`src/rtl/cmp_stream_tracker_pkg.sv`:
```
// Shared definitions for the comparator stream tracker: FSM encoding and
// counter saturation helper.
package cmp_stream_tracker_pkg;

  typedef enum logic {
    ST_EMPTY = 1'b0,
    ST_TRACK = 1'b1
  } state_t;

  localparam int CNT_W_DEFAULT = 8;

  // All-ones value for a counter of width w; counters hold here instead of wrapping.
  function automatic longint unsigned cnt_sat(input int unsigned w);
    return (64'd1 << w) - 64'd1;
  endfunction

endpackage

```
`src/rtl/cmp_unit.sv`:
```
// Unsigned WIDTH-bit magnitude comparator; exactly one output is high for any inputs.
module cmp_unit #(
  parameter int WIDTH = 4
) (
  input  logic [WIDTH-1:0] a,
  input  logic [WIDTH-1:0] b,
  output logic             a_gt_b,
  output logic             a_ls_b,
  output logic             a_eq_b
);

  assign a_gt_b = (a > b);
  assign a_ls_b = (a < b);
  assign a_eq_b = (a == b);

endmodule

```
`src/rtl/cmp_stream_tracker.sv`:
```
// Compares each accepted sample with the previous one, tracks running max/min
// and keeps saturating rise/fall/equal/sample counters.
module cmp_stream_tracker
  import cmp_stream_tracker_pkg::*;
#(
  parameter int WIDTH = 4,
  parameter int CNT_W = CNT_W_DEFAULT
) (
  input  logic             clk,
  input  logic             rst_n,
  input  logic             clear,
  input  logic             in_valid,
  output logic             in_ready,
  input  logic [WIDTH-1:0] in_data,
  output logic             out_valid,
  output logic             cur_gt,
  output logic             cur_ls,
  output logic             cur_eq,
  output logic [WIDTH-1:0] max_val,
  output logic [WIDTH-1:0] min_val,
  output logic [CNT_W-1:0] rise_cnt,
  output logic [CNT_W-1:0] fall_cnt,
  output logic [CNT_W-1:0] eq_cnt,
  output logic [CNT_W-1:0] sample_cnt
);

  localparam logic [CNT_W-1:0] CNT_MAX = CNT_W'(cnt_sat(CNT_W));

  state_t           state;
  state_t           state_next;
  logic [WIDTH-1:0] prev;
  logic             accept;
  logic             prev_gt, prev_ls, prev_eq;
  logic             max_gt, max_ls, max_eq;
  logic             min_gt, min_ls, min_eq;
  logic             max_upd, min_upd;

  function automatic logic [CNT_W-1:0] sat_inc(input logic [CNT_W-1:0] c);
    return (c == CNT_MAX) ? c : c + CNT_W'(1);
  endfunction

  assign in_ready = ~clear;
  assign accept   = in_valid & in_ready;

  cmp_unit #(.WIDTH(WIDTH)) u_cmp_prev (
    .a(in_data), .b(prev), .a_gt_b(prev_gt), .a_ls_b(prev_ls), .a_eq_b(prev_eq)
  );

  cmp_unit #(.WIDTH(WIDTH)) u_cmp_max (
    .a(in_data), .b(max_val), .a_gt_b(max_gt), .a_ls_b(max_ls), .a_eq_b(max_eq)
  );

  cmp_unit #(.WIDTH(WIDTH)) u_cmp_min (
    .a(in_data), .b(min_val), .a_gt_b(min_gt), .a_ls_b(min_ls), .a_eq_b(min_eq)
  );

  // A bound moves only on a clean one-hot verdict from its comparator.
  assign max_upd = max_gt & ~max_ls & ~max_eq;
  assign min_upd = min_ls & ~min_gt & ~min_eq;

  always_ff @(posedge clk or negedge rst_n) begin
    if (!rst_n) state <= ST_EMPTY;
    else        state <= state_next;
  end

  always_comb begin
    state_next = state;
    if (clear)       state_next = ST_EMPTY;
    else if (accept) state_next = ST_TRACK;
  end

  always_ff @(posedge clk or negedge rst_n) begin
    if (!rst_n) begin
      prev       <= '0;
      out_valid  <= 1'b0;
      cur_gt     <= 1'b0;
      cur_ls     <= 1'b0;
      cur_eq     <= 1'b0;
      max_val    <= '0;
      min_val    <= '0;
      rise_cnt   <= '0;
      fall_cnt   <= '0;
      eq_cnt     <= '0;
      sample_cnt <= '0;
    end else if (clear) begin
      prev       <= '0;
      out_valid  <= 1'b0;
      cur_gt     <= 1'b0;
      cur_ls     <= 1'b0;
      cur_eq     <= 1'b0;
      max_val    <= '0;
      min_val    <= '0;
      rise_cnt   <= '0;
      fall_cnt   <= '0;
      eq_cnt     <= '0;
      sample_cnt <= '0;
    end else begin
      out_valid <= accept;
      if (accept) begin
        prev       <= in_data;
        sample_cnt <= sat_inc(sample_cnt);
        if (state == ST_EMPTY) begin
          // First sample after reset/clear seeds both bounds and has no reference.
          max_val <= in_data;
          min_val <= in_data;
          cur_gt  <= 1'b0;
          cur_ls  <= 1'b0;
          cur_eq  <= 1'b0;
        end else begin
          cur_gt <= prev_gt;
          cur_ls <= prev_ls;
          cur_eq <= prev_eq;
          if (prev_gt) rise_cnt <= sat_inc(rise_cnt);
          if (prev_ls) fall_cnt <= sat_inc(fall_cnt);
          if (prev_eq) eq_cnt   <= sat_inc(eq_cnt);
          if (max_upd) max_val  <= in_data;
          if (min_upd) min_val  <= in_data;
        end
      end
    end
  end

endmodule
```
`config.mk`:
```
export PLATFORM = sky130hd
export DESIGN_NAME = cmp_stream_tracker
export DESIGN_NICKNAME = d
export VERILOG_FILES = /design/src/rtl/cmp_stream_tracker_pkg.sv /design/src/rtl/cmp_unit.sv /design/src/rtl/cmp_stream_tracker.sv
export SDC_FILE = /design/constraint.sdc
export NUM_CORES = 1
export LEC_CHECK = 0
export CORE_MARGIN = 2
export CORE_UTILIZATION = 40
export CTS_CLUSTER_DIAMETER = 80
export DETAILED_ROUTE_END_ITERATION = 8
export PLACE_DENSITY_LB_ADDON = 0.12
export SLEW_MARGIN = 20
export SYNTH_ARGS = -nofsm -noshare
export SYNTH_HDL_FRONTEND = slang
export SYNTH_HIERARCHICAL = 1
export SYNTH_SLANG_ARGS = --single-unit
```
`constraint.sdc`:
```
create_clock -name clk -period 2.3 [get_ports clk]
set_input_delay 0.575 -clock clk [delete_from_list [all_inputs] [get_ports clk]]
set_output_delay 0.575 -clock clk [all_outputs]
set_load 0.02 [all_outputs]
```
==> impl_metrics.yaml <==
synthesis:
  synth.most_common_cell: "sky130_fd_sc_hd__dfrtp_1"
  synth_area_um2: 2840
  synth_edf_count: 0
  synth_largest_type_area_fraction_pct: 43.1
  synth_area_per_cell_um2: 9.42
  synthTopCellsByCount: "sky130_fd_sc_hd__dfrtp_1 (49), sky130_fd_sc_hd__nor2_1 (36), sky130_fd_sc_hd__nand2_1 (24)"
  async_reset_ff_share_pct: 100
  synth_seq_cells: 49
  count_of_distinct_cell_types_in_the_synthesized_netlist: 38
  postSynth.topFlopCell: "sky130_fd_sc_hd__dfrtp_1"
  synth_area_leaders: "sky130_fd_sc_hd__dfrtp_1 (43%), sky130_fd_sc_hd__ha_1 (7.0%), sky130_fd_sc_hd__nor2_1 (4.8%), sky130_fd_sc_hd__mux2i_1 (3.5%), sky130_fd_sc_hd__xor2_1 (3.4%)"
  yosys_warnings: 6
  syn_nets: 326
  seq_area_frac_synth_pct: 43.1
  synth_top_area_cell: "sky130_fd_sc_hd__dfrtp_1"
  post_synth_inst_count: 302
setup_path:
  timing.critical_path.to_type: "flop"
  timing.critical_path.slowest_stage_cell: "sky130_fd_sc_hd__ha_1"
  cp_max_fo: 4
  worstReg2RegStart: "prev[3]"
  crit_type: "input port to flop"
  path_buf_inv: 2
  cp_top_family: "simple AND/OR/NAND/NOR gates"
  startpoint_type: "input port"
  cp_cell_sequence: "dlygate4sd2_1 -> buf_4 -> ha_1 -> nand2_1 -> o21bai_4 -> and2_1 -> nor3b_2 -> or2_4 -> a31oi_1 -> o21ai_0"
  cp_data_arrival_time_ps: 2340
  worstPathRequired_ps: 2470
  worst_path_largest_cell_delay_ps: 290
  startpoint: "in_data[3]"
timing:
  hold_viol_final: 0
  finalWorstPathRequiredPeriod_ps: 2170
  slew_headroom_pct: 66.8
  max_slew.worst_pin.slew_ps: 498
  final_min_period_over_clock_period_pct: 94.6
  setup-violations-final: 0
  final_number_of_max_transition_violations: 0
  maxClockFrequency_ghz: 0.460
  finalClockSkew_ps: 5.90
global_route:
  grt_pass1_vias: 2243
  grt_max_degree: 48
  grt.overflow.total: 0
  antenna_found_initial: 0
  grt_first_pass_wirelength_um: 10700
  global_route_total_usage_across_every_layer_pct: 17.3
floorplanning:
  fp-row-count: 30
  die_area_um2: 7800
  design.core.area_um2: 6830
  die-height_um: 88.3
  floorplan.initialDensity_pct: 41.6
  die_width_um: 88.3
  floorplan.io_pins: 53
placed_design:
  gp_routability_congestion: 0.770
  placement.io_buffers: 52
  placedInstanceArea_um2: 3630
  dpl.hpwl_um: 4550
finish:
  antenna_cells: 0
  final_cell_area_um2: 3860
  layout-area-overhead-vs-synth_pct: 35.8
  drive_above_1_share_pct: 15.1
  layout.nets: 400
clock_network:
  clock_tree.buffer_depth: 2
  tritoncts.num_buffers: 5
  clock_latency_ps: 300
  clock_tree_from_tritoncts: "done"
  h-tree-depth: 2
  clock_sink_count: 49
  worst_setup_hold_path_clk_slew_ps: 90
  cts_root_buffer: "sky130_fd_sc_hd__clkbuf_8"
pwr:
  vdd_drop_max_mv: 0.295
  static-leakage-power_nw: 1.66
  power.density_cell_area_nw_per_um2: 509
  total_power_mw: 1.96
min_path:
  timing.hold.worst.class: "input port to asynchronous set/reset pin"
job:
  max-cap-violations: 0
detailed_routing:
  wl_um: 6350
  drtIter0Drc: 141
  drtAntennaViolNets: 0
  drcViolationCount: 0
  dr.pass1.iters: 4
  vias_per_cell: 5.06
  dr_total_vias: 2393
  drt-wirelength-per-cell_um: 13.4
run_status:
  run_status: "completed"
-- final timing paths --
check	slack (ps)	to	depth (start not counted)
hold / removal	230	rise_cnt[3]	1
max in group asynchronous	1540	eq_cnt[6]	2
setup reg to reg	300	fall_cnt[6]	9
hold reg to reg	540	prev[0]	2
setup / recovery	130	min_val[0]	10
min in group clk	540	prev[0]	2
-- repair_timing --
action,CTS,global route
setup buffers,0,2
resized for setup,6,17
pin swaps,0,6
hold buffers,0,0
setup endpoints to repair,17,24
-- metrics by stage --
stage          setup WS, ps  utilization (%)  setup TNS, ps  hold WS [ps]  instances
6_report                125             56.5              0           228        473
3_5_place_dp           -436             53.2         -10030           522        463
4_1_cts                15.5             55.1              0           242        471
5_1_grt               -2.30             56.5          -2.30           262        473
3_3_place_gp           -419             53.2          -9330           509        463
2_1_floorplan           217                -              0           279        302
-- cells in the final DEF, fill, tap and decap left out, drive strengths merged, types with 8 or more instances in the layout --
cell / Yosys / layout
nor2b: 12 / 12
inv: 15 / 15
dfrtp: 49 / 49
o21ai: 16 / 16
clkdlybuf4s50: 0 / 46
a31oi: 8 / 8
nand3: 13 / 13
nor3: 8 / 8
buf: 2 / 25
a21oi: 15 / 15
mux2i: 10 / 10
xor2: 11 / 11
ha: 16 / 16
and3: 8 / 8
nor2: 36 / 36
nand2: 24 / 24
-- routing by layer --
| metal | up-vias | GRT usage, % | routed length (um) |
|---|---|---|---|
| li1 | 1214 | - | - |
| met5 | - | 0 | 0 |
| met1 | 1141 | 26.6 | 3280 |
| met4 | 0 | 4.13 | 33 |
| met3 | 2 | 2.80 | 177 |
| met2 | 36 | 25.4 | 2860 |
-- final cells by class --
type | count | area [um2]
well taps | 96 | 120
multi-input cells | 229 | 1600
repair buffers | 76 | 722
inverters | 15 | 56.3
clock inverters | 3 | 65.1
fillers | 635 | 2970
clock buffers | 5 | 68.8
flip-flops and latches | 49 | 1230
-- sequential cells by signal, summed over array words and instances, names as in the netlist --
register / count
cur_eq: 1
cur_gt: 1
cur_ls: 1
eq_cnt: 8
fall_cnt: 8
max_val: 4
min_val: 4
out_valid: 1
prev: 4
rise_cnt: 8
sample_cnt: 8
state: 1
-- cells by family after synthesis --
| family | share of synthesized area, % |
|---|---|
| multiplexers | 3.52 |
| XOR/XNOR | 4.93 |
| flip-flops | 43.1 |
| buffers and inverters | 3.26 |
| AO/OA/AOI/OAI | 14.6 |
| AND/OR/NAND/NOR | 23.5 |
| adder cells (fa/ha/maj) | 7.04 |
-- report_power, final --
| group | switching [mW] | internal [mW] |
|---|---|---|
| clock network | 0.283 | 0.432 |
| registers | 0.0250 | 0.885 |
| logic | 0.177 | 0.162 |
-- worst register-to-register path: stages, from the launching register on --
cell and delay (ps):
sky130_fd_sc_hd__dfrtp_1 360, sky130_fd_sc_hd__inv_1 50, sky130_fd_sc_hd__ha_1 280, sky130_fd_sc_hd__nand2_1 130, sky130_fd_sc_hd__o21bai_4 140, sky130_fd_sc_hd__and2_1 160
sky130_fd_sc_hd__nand3_1 160, sky130_fd_sc_hd__nor3_1 330, sky130_fd_sc_hd__mux2i_1 220, sky130_fd_sc_hd__nor2_1 50
Power figures use the tool's default switching activity.
